--- src/rtl/uart_cmd_seq_if.sv ---
// Bundle of signals between the UART receiver, the command sequencer and the
// robot command decoder.
//   rx_rdy/rx_byte/clr_rdy : receiver byte handshake (rdy held until cleared)
//   cmd_vld/opcode/data/cmd_ack : frame handed downstream, held until acked
//   frm_err : one-cycle pulse per dropped frame
//   busy    : sequencer is inside a frame or holding one
// Handshakes: a byte is consumed when rx_rdy=1 and the sequencer is not already
// pulsing clr_rdy; a frame is consumed on the cycle cmd_vld=1 and cmd_ack=1.
// master = sequencer view, slave = surrounding receiver/decoder view.
interface uart_cmd_seq_if;
    logic       rx_rdy;
    logic [7:0] rx_byte;
    logic       clr_rdy;
    logic       cmd_vld;
    logic [7:0] opcode;
    logic [7:0] data;
    logic       cmd_ack;
    logic       frm_err;
    logic       busy;

    modport master (
        input  rx_rdy, rx_byte, cmd_ack,
        output clr_rdy, cmd_vld, opcode, data, frm_err, busy
    );

    modport slave (
        output rx_rdy, rx_byte, cmd_ack,
        input  clr_rdy, cmd_vld, opcode, data, frm_err, busy
    );
endinterface

--- src/rtl/uart_cmd_seq.sv ---
// Command sequencer: frames received UART bytes as SYNC, OPCODE, DATA and hands
// each complete frame to the command decoder.
// Ports:
//   clk, rst_n : clock, synchronous active-low reset
//   bus        : uart_cmd_seq_if.master (receiver and decoder handshakes)
//   state_dbg  : current FSM state (0 IDLE, 1 GET_OP, 2 GET_DATA, 3 HOLD)
// Valid/ready rules: a byte is taken when rx_rdy=1, clr_rdy=0 and the FSM is
// not in HOLD; clr_rdy pulses for one cycle after each take. A frame is handed
// over while cmd_vld=1 and is retired on the edge where cmd_ack=1.
module uart_cmd_seq #(
    parameter logic [7:0]  SYNC_BYTE = 8'hA5,
    parameter logic [15:0] TIMEOUT   = 16'd52083
) (
    input  logic                  clk,
    input  logic                  rst_n,
    uart_cmd_seq_if.master        bus,
    output logic [1:0]            state_dbg
);
    typedef enum logic [1:0] {
        IDLE     = 2'd0,
        GET_OP   = 2'd1,
        GET_DATA = 2'd2,
        HOLD     = 2'd3
    } state_t;

    localparam logic [15:0] TO_LAST = TIMEOUT - 16'd1;

    state_t      state_q, state_n;
    logic [15:0] cnt_q, cnt_n;
    logic [7:0]  opcode_q, opcode_n;
    logic [7:0]  data_q, data_n;
    logic        vld_q, vld_n;
    logic        clr_q, clr_n;
    logic        err_q, err_n;
    logic        take;

    // The receiver drops rx_rdy one cycle after clr_rdy, so rx_rdy is still
    // high while clr_rdy is; masking with clr_q prevents a second capture.
    // In HOLD incoming bytes stay pending in the receiver.
    assign take = bus.rx_rdy & ~clr_q & (state_q != HOLD);

    always_ff @(posedge clk) begin
        if (!rst_n) begin
            state_q  <= IDLE;
            cnt_q    <= '0;
            opcode_q <= '0;
            data_q   <= '0;
            vld_q    <= 1'b0;
            clr_q    <= 1'b0;
            err_q    <= 1'b0;
        end else begin
            state_q  <= state_n;
            cnt_q    <= cnt_n;
            opcode_q <= opcode_n;
            data_q   <= data_n;
            vld_q    <= vld_n;
            clr_q    <= clr_n;
            err_q    <= err_n;
        end
    end

    always_comb begin
        state_n  = state_q;
        cnt_n    = cnt_q;
        opcode_n = opcode_q;
        data_n   = data_q;
        vld_n    = vld_q;
        clr_n    = take;
        err_n    = 1'b0;
        case (state_q)
            IDLE: begin
                cnt_n = '0;
                // Non-sync bytes are consumed silently (line noise).
                if (take && bus.rx_byte == SYNC_BYTE) begin
                    state_n = GET_OP;
                end
            end
            GET_OP: begin
                if (take) begin
                    opcode_n = bus.rx_byte;
                    cnt_n    = '0;
                    state_n  = GET_DATA;
                end else if (cnt_q == TO_LAST) begin
                    err_n   = 1'b1;
                    cnt_n   = '0;
                    state_n = IDLE;
                end else begin
                    cnt_n = cnt_q + 16'd1;
                end
            end
            GET_DATA: begin
                if (take) begin
                    data_n  = bus.rx_byte;
                    vld_n   = 1'b1;
                    cnt_n   = '0;
                    state_n = HOLD;
                end else if (cnt_q == TO_LAST) begin
                    err_n   = 1'b1;
                    cnt_n   = '0;
                    state_n = IDLE;
                end else begin
                    cnt_n = cnt_q + 16'd1;
                end
            end
            HOLD: begin
                cnt_n = '0;
                if (bus.cmd_ack) begin
                    vld_n   = 1'b0;
                    state_n = IDLE;
                end
            end
            default: begin
                state_n = IDLE;
                cnt_n   = '0;
                vld_n   = 1'b0;
            end
        endcase
    end

    assign bus.clr_rdy = clr_q;
    assign bus.cmd_vld = vld_q;
    assign bus.opcode  = opcode_q;
    assign bus.data    = data_q;
    assign bus.frm_err = err_q;
    assign bus.busy    = (state_q != IDLE);
    assign state_dbg   = state_q;
endmodule

--- src/flat_wrapper.sv ---
// flat-port wrapper written by rule: the top's interface ports become plain ports
module uart_cmd_seq_flat 
#(
    parameter logic [7:0]  SYNC_BYTE = 8'hA5,
    parameter logic [15:0] TIMEOUT   = 16'd52083
)
  (clk, rst_n, state_dbg, bus_rx_rdy, bus_rx_byte, bus_cmd_ack, bus_clr_rdy, bus_cmd_vld, bus_opcode, bus_data, bus_frm_err, bus_busy);
  uart_cmd_seq_if bus_i ();
  input  logic clk;
  input  logic rst_n;
  output logic [1:0] state_dbg;
  input wire logic [$bits(bus_i.rx_rdy)-1:0] bus_rx_rdy;
  input wire logic [$bits(bus_i.rx_byte)-1:0] bus_rx_byte;
  input wire logic [$bits(bus_i.cmd_ack)-1:0] bus_cmd_ack;
  output wire logic [$bits(bus_i.clr_rdy)-1:0] bus_clr_rdy;
  output wire logic [$bits(bus_i.cmd_vld)-1:0] bus_cmd_vld;
  output wire logic [$bits(bus_i.opcode)-1:0] bus_opcode;
  output wire logic [$bits(bus_i.data)-1:0] bus_data;
  output wire logic [$bits(bus_i.frm_err)-1:0] bus_frm_err;
  output wire logic [$bits(bus_i.busy)-1:0] bus_busy;
  assign bus_i.rx_rdy = bus_rx_rdy;
  assign bus_i.rx_byte = bus_rx_byte;
  assign bus_i.cmd_ack = bus_cmd_ack;
  assign bus_clr_rdy = bus_i.clr_rdy;
  assign bus_cmd_vld = bus_i.cmd_vld;
  assign bus_opcode = bus_i.opcode;
  assign bus_data = bus_i.data;
  assign bus_frm_err = bus_i.frm_err;
  assign bus_busy = bus_i.busy;
  uart_cmd_seq #(.SYNC_BYTE(SYNC_BYTE), .TIMEOUT(TIMEOUT)) u_core (.clk(clk), .rst_n(rst_n), .bus(bus_i), .state_dbg(state_dbg));
endmodule
--- config.mk ---
export PLATFORM = sky130hd
export DESIGN_NAME = uart_cmd_seq_flat
export DESIGN_NICKNAME = d
export VERILOG_FILES = /design/src/rtl/uart_cmd_seq_if.sv /design/src/rtl/uart_cmd_seq.sv /design/src/flat_wrapper.sv
export SDC_FILE = /design/constraint.sdc
export NUM_CORES = 1
export LEC_CHECK = 0
export CAP_MARGIN = 20
export CORE_UTILIZATION = 45
export CTS_BUF_LIST = sky130_fd_sc_hd__clkbuf_16
export CTS_CLUSTER_SIZE = 24
export DETAILED_ROUTE_END_ITERATION = 8
export PLACE_DENSITY = 0.79
export REMOVE_ABC_BUFFERS = 1
export SLEW_MARGIN = 20
export SYNTH_ARGS = -nofsm -noshare
export SYNTH_HDL_FRONTEND = slang
export SYNTH_SLANG_ARGS = --single-unit
--- constraint.sdc ---
create_clock -name clk -period 1.7 [get_ports clk]
set_input_delay 0.34 -clock clk [delete_from_list [all_inputs] [get_ports clk]]
set_output_delay 0.34 -clock clk [all_outputs]
set_load 0.005 [all_outputs]
==> results of run 1 <==
-- cells in the final DEF, fill, tap and decap left out, types with 2 or more instances in the layout --
| master | instances |
|---|---|
| nor4_1 | 2 |
| inv_1 | 7 |
| nor2_1 | 15 |
| a21oi_1 | 20 |
| or4_1 | 4 |
| dfxtp_4 | 2 |
| and3_1 | 2 |
| ha_1 | 6 |
| and2_1 | 2 |
| buf_4 | 24 |
| nand4_1 | 6 |
| nand3_1 | 8 |
| and4b_1 | 2 |
| nor3_1 | 3 |
| clkdlybuf4s50_1 | 32 |
| o31ai_1 | 3 |
| xor2_1 | 9 |
| and4_2 | 2 |
| clkbuf_16 | 5 |
| dfxtp_1 | 35 |
| xnor2_1 | 2 |
| nand2_1 | 41 |
-- sequential cells by signal, summed over array words and instances (netlist names) --
name                flops
u_core.bus.cmd_vld      1
u_core.bus.data         8
u_core.bus.frm_err      1
u_core.bus.opcode       8
u_core.state_dbg        2
u_core.bus.clr_rdy      1
u_core.cnt_q           16
-- worst paths after layout --
check / from / to / slack, ns / cells after the start
setup / recovery: u_core.cnt_q[3] / u_core.state_dbg[1] / 0.08 / 4
hold / removal: u_core.bus.opcode[1] / u_core.bus.opcode[1] / 0.45 / 2
setup reg to reg: u_core.cnt_q[3] / u_core.state_dbg[1] / 0.08 / 4
hold reg to reg: u_core.bus.opcode[1] / u_core.bus.opcode[1] / 0.45 / 2
-- synthesized netlist by cell type (all sizes together) --
master,number
or4,4
nand3,8
clkinv,1
and3,3
dfxtp,37
o31a,1
nand3b,1
o21ai,1
ha,6
nand2,42
or2b,1
buf,1
nor4,3
nand4,6
a22o,1
nor2,15
nor4bb,1
or4bb,1
a22oi,1
nor4b,2
xor2,9
xnor2,2
inv,7
a21oi,20
o31ai,3
nor3b,1
and2,3
and4,3
and4b,2
o22ai,1
o21bai,1
clkbuf,2
nor3,3
-- kinds of logic after synthesis --
family                   share of synthesized area
adder cells (fa/ha/maj)                    0.04587
AND/OR/NAND/NOR                             0.3150
XOR/XNOR                                   0.05887
AO/OA/AOI/OAI                               0.1017
flip-flops                                  0.4526
buffers and inverters                      0.02599
-- report_power, final --
part / internal (mW) / switching (mW) / total, mW
clock: 0.693 / 0.355 / 1.05
sequential: 0.893 / 0.0223 / 0.916
combinational: 0.140 / 0.125 / 0.265
total: 1.73 / 0.503 / 2.23
-- routing by layer --
| metal | up-vias | wire, um | global-route usage |
|---|---|---|---|
| met4 | 0 | 71 | 0.08140 |
| met5 | - | 0 | 0 |
| li1 | 796 | - | - |
| met1 | 743 | 1932 | 0.2774 |
| met2 | 45 | 2052 | 0.3819 |
| met3 | 7 | 159 | 0.04596 |
-- cell type report --
class | instances | area [um2]
Inverter | 8 | 30.03
Timing Repair Buffer | 58 | 529.3
Clock inverter | 3 | 46.29
Fill cell | 260 | 1012
Clock buffer | 5 | 125.1
Tap cell | 46 | 57.56
Multi-Input combinational cell | 145 | 867.1
Sequential cell | 37 | 748.2
-- critical path, stage by stage, from the launching register on --
cell     delay, ns
dfxtp_1       0.30
or4_1         0.56
nor4_2        0.31
nor4_1        0.09
o31a_1        0.24
-- repair_timing --
action | CTS | global route
endpoints found under the hold margin | 0 | 0
pin swaps | 0 | 0
gates resized for setup | 5 | 3
setup endpoints to repair | 1 | 7
==> results_dict.tcl, run 1 <==
set metrics [dict create \
    postLayoutCellArea_um2 2404 \
    slew-limit-headroom 0.7361 \
    yosysWarnings 0 \
    grt_overflow_total 0 \
    synth_area_leaders "dfxtp_1 (45%), nand2_1 (9.4%), a21oi_1 (6.1%)" \
    drtAntennaViolNets 0 \
    vias 1591 \
    vias_per_cell 5.268 \
    clk_pin_slew_ns 0.06 \
    yosysSeqAreaShare 0.4526 \
    io_pins 34 \
    insertion_delay_ns 0.28 \
    critPathMaxFanout 2 \
    totalPowerFinal_mw 2.229 \
    fmax_ghz 0.6181 \
    status "finished clean" \
    skew_ns 0.002857 \
    track_usage 0.2239 \
    cts_tree "done" \
    ys_types 36 \
    area_growth_pct 46.87 \
    holdCritPathClass "register to register" \
    setup.worst_path.class "register to register" \
    grt_pass1_wl_um 6886 \
    setup_ws_ns 0.08222 \
    initial_utilization 0.4791 \
    grt_max_degree 19 \
    synthCells 193 \
    max_cap_violations 0 \
    place.detailed.hpwl_um 2932 \
    crit_arrival_ns 1.79 \
    antenna_found_initial 0 \
    die_area_um2 3882 \
    setup_violations 0 \
    die_w_um 62.31 \
    portBuffers 33 \
    wl_per_cell_um 13.96 \
    finalHoldViolCount 0 \
    post_cts_buffers 0 \
    cts_buffers 5 \
    cp.required_ns 1.87 \
    finalCritPeriodShare 0.9516 \
    cts_max_level 2 \
    startpoint_type "register" \
    drc 0 \
    tightest_slew_ns 0.3917 \
    core_area_um2 3416 \
    root_buffer "clkbuf_16" \
    drtIter0Drc 116 \
    post-place-ws_ns -0.2229 \
    syn_avg_cell_area_um2 8.480 \
    yosysTopAreaCellShare 0.4526 \
    ys_ff_latch 37 \
    nets 273 \
    antenna-diode-count 0 \
    tns_ns 0 \
    period_needed_ns 1.618 \
    hold_buffers 0 \
    clock_sinks 37 \
    dp_cells 294 \
    die_h_um 62.31 \
    gp_congestion 0.8750 \
    peakVddDrop_uv 647.6 \
    grt_pass1_vias 1510 \
    finalMaxSlewViolations 0 \
    power_density_nw_per_um2 927.4 \
    holdWs_ns 0.4540 \
    rows 21 \
    cp-end-kind "register" \
    first_pass_iters 4 \
    p_leak_nw 0.8728 \
    drive_above_1_share 0.1758 \
    ctsLongestPathBuffers 2 \
    utilization 0.7037 \
    placed_area_um2 2212 \
    routed_wl_um 4216 \
    syn_area_um2 1637 \
    yosysTopAreaCell "dfxtp_1" \
    fin_cells 302 \
]
Power figures use the tool's default switching activity.
==> run 2, diff against run 1 <==
Settings changed: CORE_ASPECT_RATIO set to 2.
==> results_dict.tcl, run 2 (synthesis results as in run 1) <==
set metrics [dict create \
    status "finished clean" \
    tns_ns 0 \
    grt_overflow_total 0 \
    power.net_switching_mw 0.5077 \
    power_density_nw_per_um2 912.6 \
    max_cap_violations 0 \
    finalCritPeriodShare 0.9490 \
    root_buffer "clkbuf_16" \
    die_area_um2 3896 \
    ctsLongestPathBuffers 2 \
    startpoint_type "register" \
    p_leak_nw 0.9236 \
    worstSetupStartpoint "u_core.state_dbg[0]" \
    gp_congestion 0.9046 \
    holdWs_ns 0.4528 \
    cts_max_level 2 \
    fillers 248 \
    cp-end-kind "register" \
    vias 1681 \
    max_stage_delay_ns 0.32 \
    portBuffers 33 \
    peakVddDrop_uv 927.6 \
    switching_share 0.2275 \
    initial_utilization 0.4791 \
    die_h_um 87.29 \
    largest_register "u_core.cnt_q" \
    drtIter0Drc 46 \
    path_cells "buf_4 > ha_4 > nor3b_4 > nand3_2 > and3_2 > o31a_1" \
    internal-power_mw 1.724 \
    cts_buffers 5 \
    setup_violations 0 \
    first_pass_iters 4 \
    tightest_slew_ns 0.2817 \
    utilization 0.7158 \
    clock_sinks 37 \
    crit_arrival_ns 1.78 \
    hold_buffers 0 \
    fin_cells 309 \
    r2r_start "u_core.state_dbg[0]" \
    grt_max_degree 20 \
    finalHoldViolCount 0 \
    drc 0 \
    place.detailed.hpwl_um 3238 \
    most-common-layout-cells "nand2_1 (41), dfxtp_1 (35), buf_4 (30), clkdlybuf4s50_1 (29), a21oi_1 (20)" \
    insertion_delay_ns 0.28 \
    track_usage 0.2524 \
    pwr-share-comb 0.130 \
    core_area_um2 3416 \
    rows 30 \
    largest_register_ffs 16 \
    grt_pass1_vias 1661 \
    wl_per_cell_um 14.82 \
    cts_tree "done" \
    antenna_found_initial 0 \
    io_pins 34 \
    clkPwrFrac 0.463 \
    drive_above_1_share 0.1877 \
    critPathMaxFanout 4 \
    clk_pin_slew_ns 0.06 \
    dp_cells 299 \
    fmax_ghz 0.6198 \
    grt_pass1_wl_um 7162 \
    area_growth_pct 49.39 \
    totalPowerFinal_mw 2.231 \
    rsz0062_at_grt "false" \
    seqPwrFrac 0.406 \
    antenna-diode-count 0 \
    vias_per_cell 5.440 \
    slew-limit-headroom 0.8095 \
    period_needed_ns 1.613 \
    holdCritPathClass "register to register" \
    skew_ns 0.004588 \
    routed_wl_um 4578 \
    mostFrequentLayoutCell "nand2_1" \
    finalMaxSlewViolations 0 \
    setup.worst_path.class "register to register" \
    drtAntennaViolNets 0 \
    cp.required_ns 1.87 \
    nets 278 \
    die_w_um 44.64 \
    min_from "u_core.bus.data[2]" \
    cpMaxStageDelayCell "dfxtp_2" \
]
[run 2: changes by cell type in the layout (fill, tap and decap cells not counted), sizes merged]
cell	delta
buf	+5
clkdlybuf4s50	-3
dlymetal6s2s	+3
[run 2: repair_timing]
item / 4_1_cts / 5_1_grt
setup buffers: 2 / 0
endpoints found under the setup margin: 2 / 12
pin swaps: 0 / 3
gates resized for setup: 4 / 8
[run 2: cell type report]
type                            instances  area [um2]  area share
Multi-Input combinational cell        145       883.3      0.3613
Sequential cell                        37       743.2      0.3040
Timing Repair Buffer                   63       561.8      0.2298
Clock buffer                            5       125.1     0.05118
Tap cell                               48       60.06     0.02457
Clock inverter                          3       41.29     0.01689
Inverter                                8       30.03     0.01228
[run 2: critical path, delay by kind of cell, from the launching register on]
family	cells	cell delay [ns]
AOI/OAI and AO/OA	1	0.26
adders and majority gates	1	0.17
buffers and inverters	1	0.15
DFF	1	0.32
and+or+nand+nor	3	0.60
[run 2: per-stage QoR]
step | cell area (um2) | setup slack [ns]
after global placement | 2225 | -0.2396
after detailed placement | 2225 | -0.3214
final | 2445 | 0.08667
after global routing | 2445 | 0.01448
after floorplan | 1624 | 0.06133
after CTS | 2414 | 0.01002
[run 2: power groups by stage]
stage	clock network (mW)	registers [mW]	logic [mW]
after detailed placement	0	0.930	0.264
after CTS	1.05	0.905	0.280
after floorplan	0	0.929	0.113
after global placement	0	0.930	0.258
after global routing	1.08	0.908	0.317
final	1.03	0.907	0.291
[run 2: layer usage]
metal	wire length, um	vias to the layer above	part of all wire	GRT usage
met5	0	-	0	0
li1	-	810	-	-
met2	2706	58	0.59	0.4933
met4	131	0	0.029	0.1653
met1	1540	800	0.34	0.2062
met3	199	13	0.043	0.05187
[run 2: final timing paths]
check	end	slack [ns]	cells past startpoint
worst min-delay path	u_core.bus.data[2]	0.45	2
worst max-delay path	u_core.state_dbg[1]	0.09	6
worst min register to register	u_core.bus.data[2]	0.45	2
worst max register to register	u_core.state_dbg[1]	0.09	6
==> run 3, diff against run 2 <==
Settings changed: ABC_CLOCK_PERIOD_IN_PS set to 1700.
==> results of run 3 <==
The final DEF is identical to that of run 2; final timing and power are the same.
==> variant 1, RTL diff (config.mk and constraints of run 2) <==
`data_q` no longer has a reset.
--- a/src/rtl/uart_cmd_seq.sv
+++ b/src/rtl/uart_cmd_seq.sv
@@ -44,7 +44,6 @@
             state_q  <= IDLE;
             cnt_q    <= '0;
             opcode_q <= '0;
-            data_q   <= '0;
             vld_q    <= 1'b0;
             clr_q    <= 1'b0;
             err_q    <= 1'b0;
@@ -52,11 +51,14 @@
             state_q  <= state_n;
             cnt_q    <= cnt_n;
             opcode_q <= opcode_n;
-            data_q   <= data_n;
             vld_q    <= vld_n;
             clr_q    <= clr_n;
             err_q    <= err_n;
         end
+    end
+
+    always_ff @(posedge clk) begin
+        data_q <= data_n;
     end
 
     always_comb begin
Function: differs if rst_n is asserted again (counterexample within 10 cycles, from zero or initial values and one cycle with rst_n low); with rst_n held inactive, the same outputs for 10 cycles.
==> variant 1 against run 2 <==
The flow now finishes with violations (design-rule violations, negative setup slack). Highest routed layer unchanged. Synthesized cell count shrank 15%. Wire length shrank 3.2%. Non-clock buffer count shrank 4. Sequential cell count unchanged. Sequential power rose by 3.5%. Global-route usage decreased by 0.32 points. Setup slack got worse by 0.11 ns. Area after synthesis down 2.8%. Clock power fell by 13%. Total power shrank 2.8%. Final area shrank 3.2%.
==> variant 1: results (changes against run 2) <==
Final TNS setup=-0.0909 ns (-0.0909 ns); xor and xnor area share after synthesis=0.0551 (-0.00379); Starting DRT DRC Count=38 (-17%); top cells by count, synth=29 x dfxtp_1, 22 x nand2_1, 16 x nor2_1; largest net degree at the start of global routing=13 (-35%); RePlAce Congestion=0.840 (-7.2%); number of flip-flops in the largest register=16 (unchanged); Post-Synth Adder-Cell Area=0.0472 (+0.00134); Root Driver=clkbuf_16; input/output buffers=33 (unchanged); compound-gate portion of the synthesized area=0.0771 (-0.0246); share of cells above drive strength 1=0.252 (+0.0644); min-delay src=u_core.bus.opcode[3]$_SDFFE_PN0P_; Clock Skew=0.00286 ns (-0.00172 ns); clk slew on worst S/H paths=0.06 ns (about the same); Residual DRC=4 (+4); Final WS setup=-0.0236 ns (-0.110 ns); first-pass iteration count of the detailed router=8 (+4); failing checks=design-rule violations, negative setup slack; R2R Path Start=u_core.cnt_q[10]$_SDFF_PP0_; Worst path max stage delay=0.53 ns (+0.21 ns); gr usage total=0.249 (-0.00320); nets=247 (-11%); R2R Path End=u_core.cnt_q[15]$_SDFF_PP0_; Worst Reg-to-Reg Cells=4 (-2); async set-reset flop share out of synthesis=0 (unchanged); post-synthesis mux area share=0 (unchanged); post-synthesis sequential area ratio=0.516 (+0.0635); detail-routed net length per standard cell=16.9 um (+14%); Slew HR=0.674 (-0.136); first-pass GRT wire length=6960 um (-2.8%); crit path DAT=1.89 ns (+0.11 ns); hold path cells=2 (unchanged); vias per cell=5.64 (+3.7%); htree depth=2 (unchanged); worst hold path class=reg2reg; number of global-route vias before repair=1,546 (-6.9%); LEAKAGE=0.844 nW (-8.6%); switching share of power=0.251 (+0.0236); outcome=finished, violations left; Final setup viols=6 (+6); VDD IR max=717 uV (-23%); Synth area leaders=dfxtp_1 37%, edfxtp_1 15%, nand2_1 5.2%; post-DP HPWL=3000 um (-7.5%); largest family of logic cells by synthesized area=simple AND/OR/NAND/NOR gates; Worst Hold Path EP=u_core.bus.opcode[3]$_SDFFE_PN0P_; CP Max Fanout=8 (+4); Antenna Cells=0 (unchanged); EDFF count, synth=8 (+8); Slowest-stage cell, CP=or4_4; count of cell types in the netlist=32 (-11%); Clock Latency Late Sink=0.28 ns (about the same); pre-CTS setup slack=-0.171 ns (+0.151 ns)
variant 1: cell type report:
class / instances / area, sq um
clock buffers: 5 / 125
inverters: 8 / 30.0
flip-flops and latches: 37 / 831
well taps: 32 / 40.0
repair buffers: 59 / 528
multi-input cells: 118 / 795
fillers: 246 / 1010
clock inverters: 3 / 17.5
variant 1: layer usage:
layer | up-vias | wire length, um | GRT usage
met5 | - | 0 | 0
met4 | 0 | 133 | 0.140
met3 | 13 | 208 | 0.0589
met2 | 54 | 2690 | 0.495
met1 | 700 | 1400 | 0.199
li1 | 711 | - | -
variant 1: stage by stage:
| stage | util | hold slack, ns | power (W) | instances | cell area, sq um |
|---|---|---|---|---|---|
| after floorplan | - | 0.437 | 0.00108 | 162 | 1580 |
| final | 0.700 | 0.454 | 0.00217 | 262 | 2370 |
| after global routing | 0.700 | 0.481 | 0.00224 | 262 | 2370 |
| after global placement | 0.629 | 0.442 | 0.00123 | 251 | 2130 |
| after detailed placement | 0.629 | 0.447 | 0.00124 | 251 | 2130 |
| after CTS | 0.688 | 0.455 | 0.00216 | 261 | 2320 |
variant 1: critical path, delay by kind of cell, from the launching register on:
kind	cells	cell delay [ns]
flip-flops	1	0.32
AO/OA/AOI/OAI	1	0.07
AND/OR/NAND/NOR	3	1.22
variant 1: how the worst max path moves through the flow:
stage,startpoint,end,slack [ns],depth (start not counted)
finish,u_core.cnt_q[10]$_SDFF_PP0_,u_core.cnt_q[15]$_SDFF_PP0_,-0.02,4
global route,u_core.cnt_q[10]$_SDFF_PP0_,u_core.state_dbg[0]$_SDFFE_PN0P_,-0.06,4
CTS,u_core.cnt_q[10]$_SDFF_PP0_,u_core.state_dbg[0]$_SDFFE_PN0P_,-0.03,4
detailed placement,bus_rx_byte[5],u_core.state_dbg[1]$_SDFFE_PN0P_,-0.17,5
global placement,bus_rx_byte[5],u_core.state_dbg[1]$_SDFFE_PN0P_,-0.20,5
floorplan,u_core.cnt_q[3]$_SDFF_PP0_,u_core.state_dbg[0]$_SDFFE_PN0P_,-0.08,4
variant 1: timing repair:
item,in CTS,in global routing
cloned,1,0
pin swaps,5,10
gates resized for setup,11,11
setup buffers,1,1
setup endpoints to repair,19,35
variant 1: kinds of logic after synthesis:
family | after synthesis
fa+ha+maj | 6
flops | 37
xor+xnor | 10
buf+inv | 10
simple gates | 79
compound gates | 22
variant 1: power groups by stage:
stage | Clock (W) | Combinational (W) | Sequential [W]
final | 0.000892 | 0.000339 | 0.000939
after global routing | 0.000938 | 0.000358 | 0.000941
after CTS | 0.000896 | 0.000329 | 0.000936
after detailed placement | 0 | 0.000277 | 0.000960
after global placement | 0 | 0.000269 | 0.000959
after floorplan | 0 | 0.000120 | 0.000958
==> variant 2, RTL diff (config.mk and constraints of run 2) <==
Made on the original files. `TIMEOUT` is set to 16'd52083 in 2 places; all go to 16'd32768.
--- a/src/rtl/uart_cmd_seq.sv
+++ b/src/rtl/uart_cmd_seq.sv
@@ -9,7 +9,7 @@
 // over while cmd_vld=1 and is retired on the edge where cmd_ack=1.
 module uart_cmd_seq #(
     parameter logic [7:0]  SYNC_BYTE = 8'hA5,
-    parameter logic [15:0] TIMEOUT   = 16'd52083
+    parameter logic [15:0] TIMEOUT   = 16'd32768
 ) (
     input  logic                  clk,
     input  logic                  rst_n,
--- a/src/flat_wrapper.sv
+++ b/src/flat_wrapper.sv
@@ -2,7 +2,7 @@
 module uart_cmd_seq_flat 
 #(
     parameter logic [7:0]  SYNC_BYTE = 8'hA5,
-    parameter logic [15:0] TIMEOUT   = 16'd52083
+    parameter logic [15:0] TIMEOUT   = 16'd32768
 )
   (clk, rst_n, state_dbg, bus_rx_rdy, bus_rx_byte, bus_cmd_ack, bus_clr_rdy, bus_cmd_vld, bus_opcode, bus_data, bus_frm_err, bus_busy);
   uart_cmd_seq_if bus_i ();
Function: same outputs for any inputs over 10 cycles, from zero or initial values and one cycle with rst_n low; that may be too few to reach the edited logic, so the function may still have changed.
==> variant 2 against run 2 <==
Wire length decreased by 9.3%. Setup slack improved by 0.0071 ns. Highest routed layer unchanged. Total power increased by 1.8%. Register-to-register slack improved by 0.03 ns. Final area decreased by 1.2%. Area after synthesis increased by 1.1%. Sequential share of layout area increased by 0.38 points. Sequential cell count unchanged.
==> variant 2: results (changes against run 2) <==
outcome=finished clean; crit path DAT=1.27 ns (-0.51 ns); Synth top area share=0.448 (-0.00479); xor and xnor area share after synthesis=0.0530 (-0.00592); GRT met2 Usage=0.479 (-0.0147); largest net degree at the start of global routing=23 (+15%); compound-gate portion of the synthesized area=0.136 (+0.0345); fillcell total=305 (+23%); Starting DRT DRC Count=29 (-37%); CP Max Fanout=3 (-1); detail-routed net length per standard cell=13.9 um (-5.9%); count of cell types in the netlist=35 (-2.8%); met2 wire length=2400 um (-11%); Die Width=44.9 um (+0.52%); nets=266 (-4.3%); post-synthesis sequential area ratio=0.448 (-0.00479); RePlAce Congestion=0.818 (-9.6%); CP delay by family, top=buffers and inverters; Clock Skew=0.00363 ns (-0.000956 ns); gr usage total=0.236 (-0.0159); LEAKAGE=0.892 nW (-3.4%); Worst-Margin Slew=0.315 ns (+0.0335 ns); vias=1,537 (-8.6%); first-pass GRT wire length=6690 um (-6.6%); top cells by count, synth=40 x nand2_1, 37 x dfxtp_1, 14 x nor2_1; number of global-route vias before repair=1,609 (-3.1%); M1 GR Usage=0.177 (-0.0288); Cell Area, Placed=2210 sq um (-0.45%); DRT met1 WL=1380 um (-11%); VDD IR max=1120 uV (+20%); met3 usage=0.0660 (+0.0141); PostCTS Resize Cnt=8 (+4)
## variant 2: cell types whose count changed after synthesis, sizes merged, moves of 3 or more
cell / before / now
or4: 4 / 0
nand4b: 0 / 3
o21ai: 1 / 5
a21boi: 0 / 17
buf: 1 / 4
a21oi: 20 / 6
o31ai: 3 / 0
or3: 0 / 4
xor2: 9 / 6
## variant 2: final cells by class
class	count	area, sq um	area share
flip-flops and latches	37	743	0.308
repair buffers	58	539	0.223
multi-input cells	142	887	0.367
well taps	48	60.1	0.0249
clock buffers	5	125	0.0518
clock inverters	3	41.3	0.0171
inverters	5	18.8	0.00777
## variant 2: worst paths after layout
kind,start,endpoint,slack (ns),cells past startpoint
worst min register to register,u_core.bus.opcode[6]$_SDFFE_PN0P_,u_core.bus.opcode[6]$_SDFFE_PN0P_,0.45,2
worst max-delay path,u_core.state_dbg[0]$_SDFFE_PN0P_,state_dbg[0],0.09,2
worst max register to register,u_core.state_dbg[0]$_SDFFE_PN0P_,u_core.state_dbg[0]$_SDFFE_PN0P_,0.12,6
worst min-delay path,u_core.bus.opcode[6]$_SDFFE_PN0P_,u_core.bus.opcode[6]$_SDFFE_PN0P_,0.45,2
## variant 2: where the power goes
group / total [W] / switching, W / leakage [nW] / internal, W
Combinational: 0.000323 / 0.000147 / 0.516 / 0.000176
Sequential: 0.000916 / 0.0000208 / 0.299 / 0.000895
Clock: 0.00103 / 0.000347 / 0.0775 / 0.000686
## variant 2: through the flow
step	total power (W)	worst slack [ns]	util	instances
finish	0.00227	0.0938	0.699	298
detailed placement	0.00124	-0.256	0.641	290
global route	0.00237	0.0168	0.699	298
CTS	0.00228	0.0183	0.694	298
floorplan	0.00106	0.0484	-	184
global placement	0.00123	-0.221	0.641	290
